--- src/rtl/amo_unit.sv ---
// rtl/amo_unit.sv - RV64A AMO read-modify-write responder; LR/SC built only with AMO_LRSC_EN
module amo_unit #(
    parameter int XLEN = 64
) (
    input  logic            clk,
    input  logic            rst_n,
    input  logic            amo_req,
    input  logic [4:0]      amo_funct5,
    input  logic [2:0]      amo_funct3,
    input  logic [XLEN-1:0] amo_addr,
    input  logic [XLEN-1:0] amo_src,
    output logic [XLEN-1:0] amo_rd,
    output logic            amo_ack,
    output logic            amo_err,
    output logic [XLEN-1:0] b_addr,
    output logic            b_rd,
    output logic            b_wr,
    output logic [7:0]      b_be,
    output logic [XLEN-1:0] b_data_w,
    input  logic [XLEN-1:0] b_data_r,
    input  logic            b_ack,
    input  logic            snp_wr,
    input  logic [XLEN-1:0] snp_addr
);

    localparam logic [4:0] F5_ADD  = 5'b00000;
    localparam logic [4:0] F5_SWAP = 5'b00001;
    localparam logic [4:0] F5_XOR  = 5'b00100;
    localparam logic [4:0] F5_OR   = 5'b01000;
    localparam logic [4:0] F5_AND  = 5'b01100;
    localparam logic [4:0] F5_MIN  = 5'b10000;
    localparam logic [4:0] F5_MAX  = 5'b10100;
    localparam logic [4:0] F5_MINU = 5'b11000;
    localparam logic [4:0] F5_MAXU = 5'b11100;

    typedef enum logic [2:0] {
        S_IDLE,
        S_RD,
        S_WR,
        S_ACK,
        S_DRAIN
    } state_t;

    state_t            state_q, state_d;
    logic [4:0]        f5_q;
    logic              dw_q;
    logic [XLEN-1:2]   addr_q;
    logic [XLEN-1:0]   src_q;
    logic              err_q;
    logic [XLEN-1:0]   old_q;
    logic [XLEN-1:0]   res_q;

    logic              f5_ok;
    logic              req_dw;
    logic              misaligned;
    logic              req_err;
    logic [31:0]       rd_word;
    logic [XLEN-1:0]   old_d;
    logic [XLEN-1:0]   b_s, a_u, b_u;
    logic              lt_s, lt_u;
    logic [XLEN-1:0]   new_val;
    logic [XLEN-1:0]   wdata;
    logic              is_lr, is_sc, resv_hit;

`ifdef AMO_LRSC_EN
    localparam logic [4:0] F5_LR = 5'b00010;
    localparam logic [4:0] F5_SC = 5'b00011;

    logic              resv_v;
    logic [XLEN-1:3]   resv_a;
    logic              lr_done;
    logic [XLEN-1:3]   kill_a;
    logic              unused_snp_lo;

    assign is_lr    = (f5_q == F5_LR);
    assign is_sc    = (f5_q == F5_SC);
    assign resv_hit = resv_v && (resv_a == addr_q[XLEN-1:3]);
    assign lr_done  = (state_q == S_RD) && !err_q && is_lr && b_ack;
    // A snoop racing the completing LR must be compared against the new granule
    assign kill_a   = lr_done ? addr_q[XLEN-1:3] : resv_a;
    assign unused_snp_lo = ^snp_addr[2:0];

    always_ff @(posedge clk or negedge rst_n) begin
        if (!rst_n) begin
            resv_v <= 1'b0;
            resv_a <= '0;
        end else begin
            if (lr_done) begin
                resv_v <= 1'b1;
                resv_a <= addr_q[XLEN-1:3];
            end
            if ((state_q == S_RD) && !err_q && is_sc)
                resv_v <= 1'b0;
            if ((state_q == S_WR) && b_ack && !is_sc && (addr_q[XLEN-1:3] == resv_a))
                resv_v <= 1'b0;
            if (snp_wr && (snp_addr[XLEN-1:3] == kill_a))
                resv_v <= 1'b0;
        end
    end
`else
    logic unused_snp;

    assign is_lr      = 1'b0;
    assign is_sc      = 1'b0;
    assign resv_hit   = 1'b0;
    assign unused_snp = ^{snp_wr, snp_addr};
`endif

    always_comb begin
        f5_ok = 1'b0;
        case (amo_funct5)
            F5_ADD, F5_SWAP, F5_XOR, F5_OR, F5_AND,
            F5_MIN, F5_MAX, F5_MINU, F5_MAXU: f5_ok = 1'b1;
`ifdef AMO_LRSC_EN
            F5_LR, F5_SC: f5_ok = 1'b1;
`endif
            default: f5_ok = 1'b0;
        endcase
    end

    assign req_dw     = (amo_funct3 == 3'b011);
    assign misaligned = req_dw ? (amo_addr[2:0] != 3'b000) : (amo_addr[1:0] != 2'b00);
    assign req_err    = !f5_ok || !((amo_funct3 == 3'b010) || req_dw) || misaligned;

    assign rd_word = addr_q[2] ? b_data_r[63:32] : b_data_r[31:0];
    assign old_d   = dw_q ? b_data_r : {{(XLEN-32){rd_word[31]}}, rd_word};

    // old_q is already sign-extended for W, so only the operand sides need widening
    always_comb begin
        b_s     = dw_q ? src_q : {{(XLEN-32){src_q[31]}}, src_q[31:0]};
        a_u     = dw_q ? old_q : {{(XLEN-32){1'b0}}, old_q[31:0]};
        b_u     = dw_q ? src_q : {{(XLEN-32){1'b0}}, src_q[31:0]};
        lt_s    = $signed(old_q) < $signed(b_s);
        lt_u    = a_u < b_u;
        new_val = src_q;
        case (f5_q)
            F5_ADD:  new_val = old_q + src_q;
            F5_XOR:  new_val = old_q ^ src_q;
            F5_AND:  new_val = old_q & src_q;
            F5_OR:   new_val = old_q | src_q;
            F5_MIN:  new_val = lt_s ? old_q : src_q;
            F5_MAX:  new_val = lt_s ? src_q : old_q;
            F5_MINU: new_val = lt_u ? old_q : src_q;
            F5_MAXU: new_val = lt_u ? src_q : old_q;
            default: new_val = src_q;
        endcase
    end

    assign wdata = dw_q ? new_val : {new_val[31:0], new_val[31:0]};

    always_comb begin
        state_d = state_q;
        b_rd    = 1'b0;
        b_wr    = 1'b0;
        case (state_q)
            S_IDLE: if (amo_req) state_d = S_RD;
            S_RD: begin
                if (err_q) begin
                    state_d = S_ACK;
                end else if (is_sc) begin
                    state_d = resv_hit ? S_WR : S_ACK;
                end else begin
                    b_rd = 1'b1;
                    if (b_ack) state_d = is_lr ? S_ACK : S_WR;
                end
            end
            S_WR: begin
                b_wr = 1'b1;
                if (b_ack) state_d = S_ACK;
            end
            S_ACK:   state_d = S_DRAIN;
            S_DRAIN: if (!amo_req) state_d = S_IDLE;
            default: state_d = S_IDLE;
        endcase
    end

    always_ff @(posedge clk or negedge rst_n) begin
        if (!rst_n) begin
            state_q <= S_IDLE;
            f5_q    <= '0;
            dw_q    <= 1'b0;
            addr_q  <= '0;
            src_q   <= '0;
            err_q   <= 1'b0;
            old_q   <= '0;
            res_q   <= '0;
        end else begin
            state_q <= state_d;
            if ((state_q == S_IDLE) && amo_req) begin
                f5_q   <= amo_funct5;
                dw_q   <= req_dw;
                addr_q <= amo_addr[XLEN-1:2];
                src_q  <= amo_src;
                err_q  <= req_err;
                res_q  <= '0;
            end
            if ((state_q == S_RD) && !err_q) begin
                if (is_sc) begin
                    res_q <= {{(XLEN-1){1'b0}}, !resv_hit};
                end else if (b_ack) begin
                    old_q <= old_d;
                    res_q <= old_d;
                end
            end
        end
    end

    assign b_addr   = {addr_q[XLEN-1:3], 3'b000};
    assign b_data_w = (state_q == S_WR) ? wdata : '0;
    assign b_be     = (state_q != S_WR) ? 8'h00 :
                      dw_q              ? 8'hFF :
                      addr_q[2]         ? 8'hF0 : 8'h0F;
    assign amo_ack  = (state_q == S_ACK);
    assign amo_rd   = amo_ack ? res_q : '0;
    assign amo_err  = amo_ack && err_q;

endmodule

--- config.mk ---
export PLATFORM = sky130hd
export DESIGN_NAME = amo_unit
export DESIGN_NICKNAME = d
export VERILOG_FILES = /design/src/rtl/amo_unit.sv
export SDC_FILE = /design/constraint.sdc
export NUM_CORES = 1
export LEC_CHECK = 0
export BUFFER_PORTS_ARGS = -buffer_cell sky130_fd_sc_hd__buf_2
export CORE_UTILIZATION = 35
export CTS_BUF_LIST = sky130_fd_sc_hd__clkbuf_4
export CTS_CLUSTER_SIZE = 8
export DETAILED_ROUTE_END_ITERATION = 7
export GPL_TIMING_DRIVEN = 0
export SYNTH_ARGS = -nofsm -noshare
export SYNTH_HDL_FRONTEND = slang
export SYNTH_SLANG_ARGS = --single-unit
export TNS_END_PERCENT = 50
--- constraint.sdc ---
create_clock -name clk -period 7.07 [get_ports clk]
set_input_delay 0 -clock clk [delete_from_list [all_inputs] [get_ports clk]]
set_output_delay 0 -clock clk [all_outputs]
set_load 0.01 [all_outputs]
# After elaboration in Yosys (flattened, before gate mapping)
# Memories as Yosys holds them, arrays and structs flattened.
# Index checks and enable logic that the tools add are counted.
# word_totals
reg_bits	264
romBits	32
input_bits	269
n_memories	1
# mem_list
memory	words	word_bits	read_ports	rd_clocked_by_memory_dff	write_ports	line	source
(name not given)	32	1	1	0	0	111	case (amo_funct5)
# classes
n_addsub	1
magnitude_cmp	2
eq_ne	18
muxes	29
bitwise	3
n_reduce_logical	15
# op_table
operator	n
2-to-1 mux 64 bit	14
case mux 64 bit (8 select lines)	1
< comparator 64 bit	2
adder 64 bit	1
bitwise AND 64 bit	1
OR 64 bit	1
XOR 64 bit	1
2-to-1 mux 32 bit	1
2-to-1 mux 8 bit	3
equality test 5 bit, second input constant	4
2-to-1 mux 3 bit	5
case mux 3 bit (5 select lines)	1
equality test 3 x 2 -> 1 bit, second input constant	4
equality test 5 x 4 -> 1 bit, second input constant	2
inequality test 2 bit, second input constant	3
equality test 5 x 3 -> 1 bit, second input constant	1
logical NOT 5 bit	1
2-to-1 mux 1 bit	4
AND reduction 4 bit	1
equality test 3 x 1 -> 1 bit, second input constant	1
equality test 3 bit, second input constant	1
logical AND 1 bit	3
logical NOT 1 bit	3
logical NOT 3 bit	1
6 further kinds	8

# Depth between registers and ports, before layout
# depth
word_depth	6
depth_mapped	19

# Worst setup path before layout
# Ideal clock, no wire load.
# synth_timing
kind	flip-flop to output port
from	reg dw_q
to	out b_data_w[34]
arrival_ns	4.530
required_time_ns	7.070
slack_ns	2.540
path_stages_with_launch	20
n_path_buf	6
path_cell_list	dfrtp_1 -> clkbuf_1 -> clkbuf_1 -> buf_1 -> clkbuf_1 -> a21oi_1 -> ha_1 -> nand2_1 -> or3_1 -> or4b_1 -> or3_1 -> o211ai_1 -> mux2i_1 -> o21a_1 -> nor3_4 -> buf_4 -> buf_4 -> nand2_1 -> and3_1 -> o22ai_1
# synth_via
elab_chain_len	6
elab_cells_between_ends	12
classes_between	2 x order compare; 10 x mux
# synth_rtl
item	line	source
start, declared	46	logic dw_q;
start signal, assigned	191	dw_q <= req_dw;
2-to-1 mux 64 bit, on equally long branches	131, 130, 132	
< comparator 64 bit, on equally long branches	134, 133	
2-to-1 mux 64 bit, on equally long branches	n/a	
case mux 64 bit (8 select lines)	136	case (f5_q)
2-to-1 mux 64 bit (*)	149	assign wdata = dw_q ? new_val : {new_val[31:0], new_val[31:0]};
2-to-1 mux 64 bit (*)	209	assign b_data_w = (state_q == S_WR) ? wdata : '0;
end, declared	19	output logic [XLEN-1:0] b_data_w,
# Mark *: on every way between the ends. The rest lies on a longest branch, timed or not.

# Worst setup path in the final report
# Ends and elaborated chain as after synthesis.

==> results_dict.tcl <==
set metrics [dict create \
    synth_top_family_by_area "compound AO/OA/AOI/OAI gates" \
    totalWireLength_mm 115.9 \
    drv_cap 0 \
    power_w 0.01436 \
    clock_sinks 264 \
    max-clock-path-buffers 3 \
    ys_ff_latch 264 \
    io_pins 473 \
    dp_hpwl_mm 87.43 \
    netlist_area_um2 22000 \
    num_vias 25119 \
    clk_latency_ns 0.88 \
    dp_slack_ns -0.5722 \
    drc 0 \
    cp-start-kind "register" \
    tightest_slew_ns 1.445 \
    critical_path_class "reg2out" \
    drive_gt1_frac 0.2051 \
    failed_checks "setup timing" \
    avgRoutedWirePerCell_um 26.21 \
    grt_pass1_wl_mm 165.7 \
    synthAdderAreaFrac 0.1283 \
    setup_ws_ns -0.08319 \
    crit_slowest_cell "or4b_1" \
    cp.arrival_ns 7.15 \
    synthArstFlopShare 1.000 \
    worstPathCellList "clkbuf_8, buf_4, clkbuf_2, a21oi_1, ha_1, nand2_1, or3_1, or4b_1, or3_1, o211ai_1, mux2i_1, o21a_1, nor3_4, buf_4, buf_4, nand2_1, and3_1, o22ai_2, buf_2" \
    final_max_slew_viol_count 0 \
    h-tree-depth 3 \
    hold_viol 0 \
    nNetsFinal 4017 \
    timing.fmax_ghz 0.1398 \
    synth_edf_count 0 \
    ir_drop_v 0.0002465 \
    grt_start_max_net_pins 114 \
    synth-simple-area-share 0.1437 \
    postSynthCellCount 2669 \
    cellLeakagePower_nw 15.05 \
    fin_crit_ns 7.153 \
    cpPeakStageDelay_ns 0.70 \
    setup_viol 3 \
    slew_headroom 0.03298 \
    seq_area_frac_synth 0.3003 \
    final_util 0.4843 \
    cts-buffers-inserted 80 \
    synth_xor_area_frac 0.02150 \
    die_w_um 252.7 \
    hp-class "in2reg" \
    root_buffer "clkbuf_4" \
    yosys.cell_types.count 75 \
    yosysWarnings 0 \
    area.growth.synth_to_final_pct 36.39 \
    die_area_um2 63850 \
    synth_mux_area_frac 0.05011 \
    grt_overflow_total 0 \
    dp.cells 3916 \
    initial_core_util 0.3551 \
    status "finished, violations left" \
    track_usage 0.3572 \
    globalplace.congestion 1.064 \
    viasPerCell 5.679 \
    cts_tree "done" \
    required_ns 7.07 \
    avgSynthCellArea_um2 8.241 \
    crit_path_end_kind "output port" \
    core-area_um2 61940 \
    io_buffers 404 \
    cp_max_fo 10 \
    synth_compound_area_frac 0.2703 \
    finalClockSkew_ns 0.09714 \
    fill_cells 6210 \
    die_y_um 252.7 \
    fin_cells 4423 \
    period_share 1.012 \
    drtPass1Iterations 6 \
    ys.flop_type "dfrtp_1" \
    first_iter_violations 2901 \
    rows 91 \
    crit_top_cell "buf_4" \
    path_clk_slew_ns 0.08 \
    ant_nets 0 \
    grt_pass1_vias 24527 \
    grt_antenna_before_repair 6 \
    pwr_density_cell_nw_per_um2 478.5 \
]
worst paths after layout:
path                       cells after the start  slack [ns]        start      endpoint
min                                            4        0.06  amo_src[63]     src_q[63]
max                                           19       -0.08         dw_q  b_data_w[34]
max reg2reg                                    8        3.25   state_q[1]          dw_q
min reg2reg                                    1        0.47    res_q[20]     res_q[20]
min in group asynchronous                      4        0.17        rst_n     src_q[16]
max in group asynchronous                      5        5.75        rst_n    addr_q[38]
area by class of cell:
| cell class | count | area, um^2 | share of cell area |
|---|---|---|---|
| Multi-Input combinational cell | 1984 | 13620 | 0.4541 |
| Sequential cell | 264 | 6606 | 0.2202 |
| Timing Repair Buffer | 772 | 5764 | 0.1921 |
| Buffer | 249 | 1269 | 0.04229 |
| Tap cell | 837 | 1047 | 0.03491 |
| Clock buffer | 111 | 833.3 | 0.02778 |
| Inverter | 172 | 649.4 | 0.02165 |
| Clock inverter | 32 | 201.4 | 0.006715 |
| Antenna cell | 2 | 5.005 | 0.0001668 |
what timing repair did:
item                       in CTS  in global routing
pin swaps                       2                  0
setup endpoints to repair      64                 26
resized for setup              41                  4
hold endpoints to repair      415                  0
buffers inserted                1                  0
cloned                          0                  0
hold buffers                  363                  0
through the flow:
stage	setup TNS, ns	instance area [um^2]	hold WS [ns]
6_report	-0.1660	30000	0.06046
5_1_grt	-0.000003997	30000	0.05911
4_1_cts	0	29990	0.000007494
3_5_place_dp	-9.851	25170	-0.01439
3_3_place_gp	-11.62	25070	0.2069
2_1_floorplan	0	22000	-0.2956
critical path: cells and delay by family, from the launching register on:
| family | cells | cell delay [ns] |
|---|---|---|
| simple gates | 7 | 2.42 |
| fa+ha+maj | 1 | 0.47 |
| compound gates | 4 | 0.88 |
| mux | 1 | 0.17 |
| buf+inv | 6 | 1.77 |
| flops | 1 | 0.57 |
cell families after synthesis:
family / after synthesis
simple gates: 669
flops: 264
xor+xnor: 54
buf+inv: 423
other cells: 1
compound gates: 931
mux: 102
fa+ha+maj: 225
per-layer routing:
layer  wire [um]  global-route usage  vias to the layer above
li1            -                   -                    11206
met1       45820              0.4539                    12015
met2       49720              0.5466                     1537
met3       12410             0.08538                      359
met4        7972              0.2171                        2
met5           7                   0                        -
power by group:
part / switching, W / leakage [nW] / total [W] / internal (W)
clock network: 0.000808 / 0.606 / 0.00159 / 0.000778
logic: 0.00624 / 11.1 / 0.00971 / 0.00347
registers: 0.000954 / 3.36 / 0.00306 / 0.00211
synth_stat cells (10+ instances only):
cell / n / area [um^2]
nand3_1: 30 / 150.1
nand2_1: 196 / 735.7
a21oi_1: 258 / 1291
ha_1: 224 / 2803
o31ai_1: 13 / 97.59
inv_1: 172 / 645.6
mux2i_1: 37 / 370.4
a221o_1: 36 / 360.4
or3_1: 11 / 68.82
o211ai_1: 32 / 240.2
and3_1: 12 / 75.07
dfrtp_1: 264 / 6606
o21a_1: 10 / 75.07
a221oi_1: 23 / 201.4
o221ai_1: 11 / 96.34
nor2_1: 214 / 803.3
nand4_1: 30 / 187.7
nor2b_1: 14 / 87.58
a31oi_1: 12 / 75.07
nor3_1: 24 / 120.1
o21ai_0: 229 / 1146
o22ai_1: 25 / 156.4
buf_2: 15 / 75.07
and2_1: 82 / 513.0
buf_4: 73 / 548.0
clkbuf_1: 144 / 540.5
buf_1: 18 / 67.56
nor4_1: 11 / 68.82
a21o_1: 166 / 1246
xor2_1: 14 / 122.6
a211oi_1: 23 / 172.7
xnor2_1: 40 / 350.3
mux2_2: 65 / 732.0
cell usage in the layout (no fill, tap or decap), drive strengths merged, types with 27 or more instances in the layout:
master       netlist  final
a21o             166    166
inv              172    174
nand3             30     30
nand2            196    196
clkinv             0     27
nor2             214    214
o21ai            236    236
mux2i             37     37
xnor2             40     40
dlygate4sd3        0    362
mux2              65     65
ha               224    224
buf              106    516
nand4             30     30
dfrtp            264    264
and2              82     82
a221o             36     36
a21oi            259    259
clkbuf           145    254
o211ai            32     32
flip-flops by register name, indices dropped and copies added, names as in the netlist:
register / count
addr_q: 62
dw_q: 1
err_q: 1
f5_q: 5
old_q: 64
res_q: 64
src_q: 64
state_q: 3
Note: power is estimated with default switching activity, not from simulation.
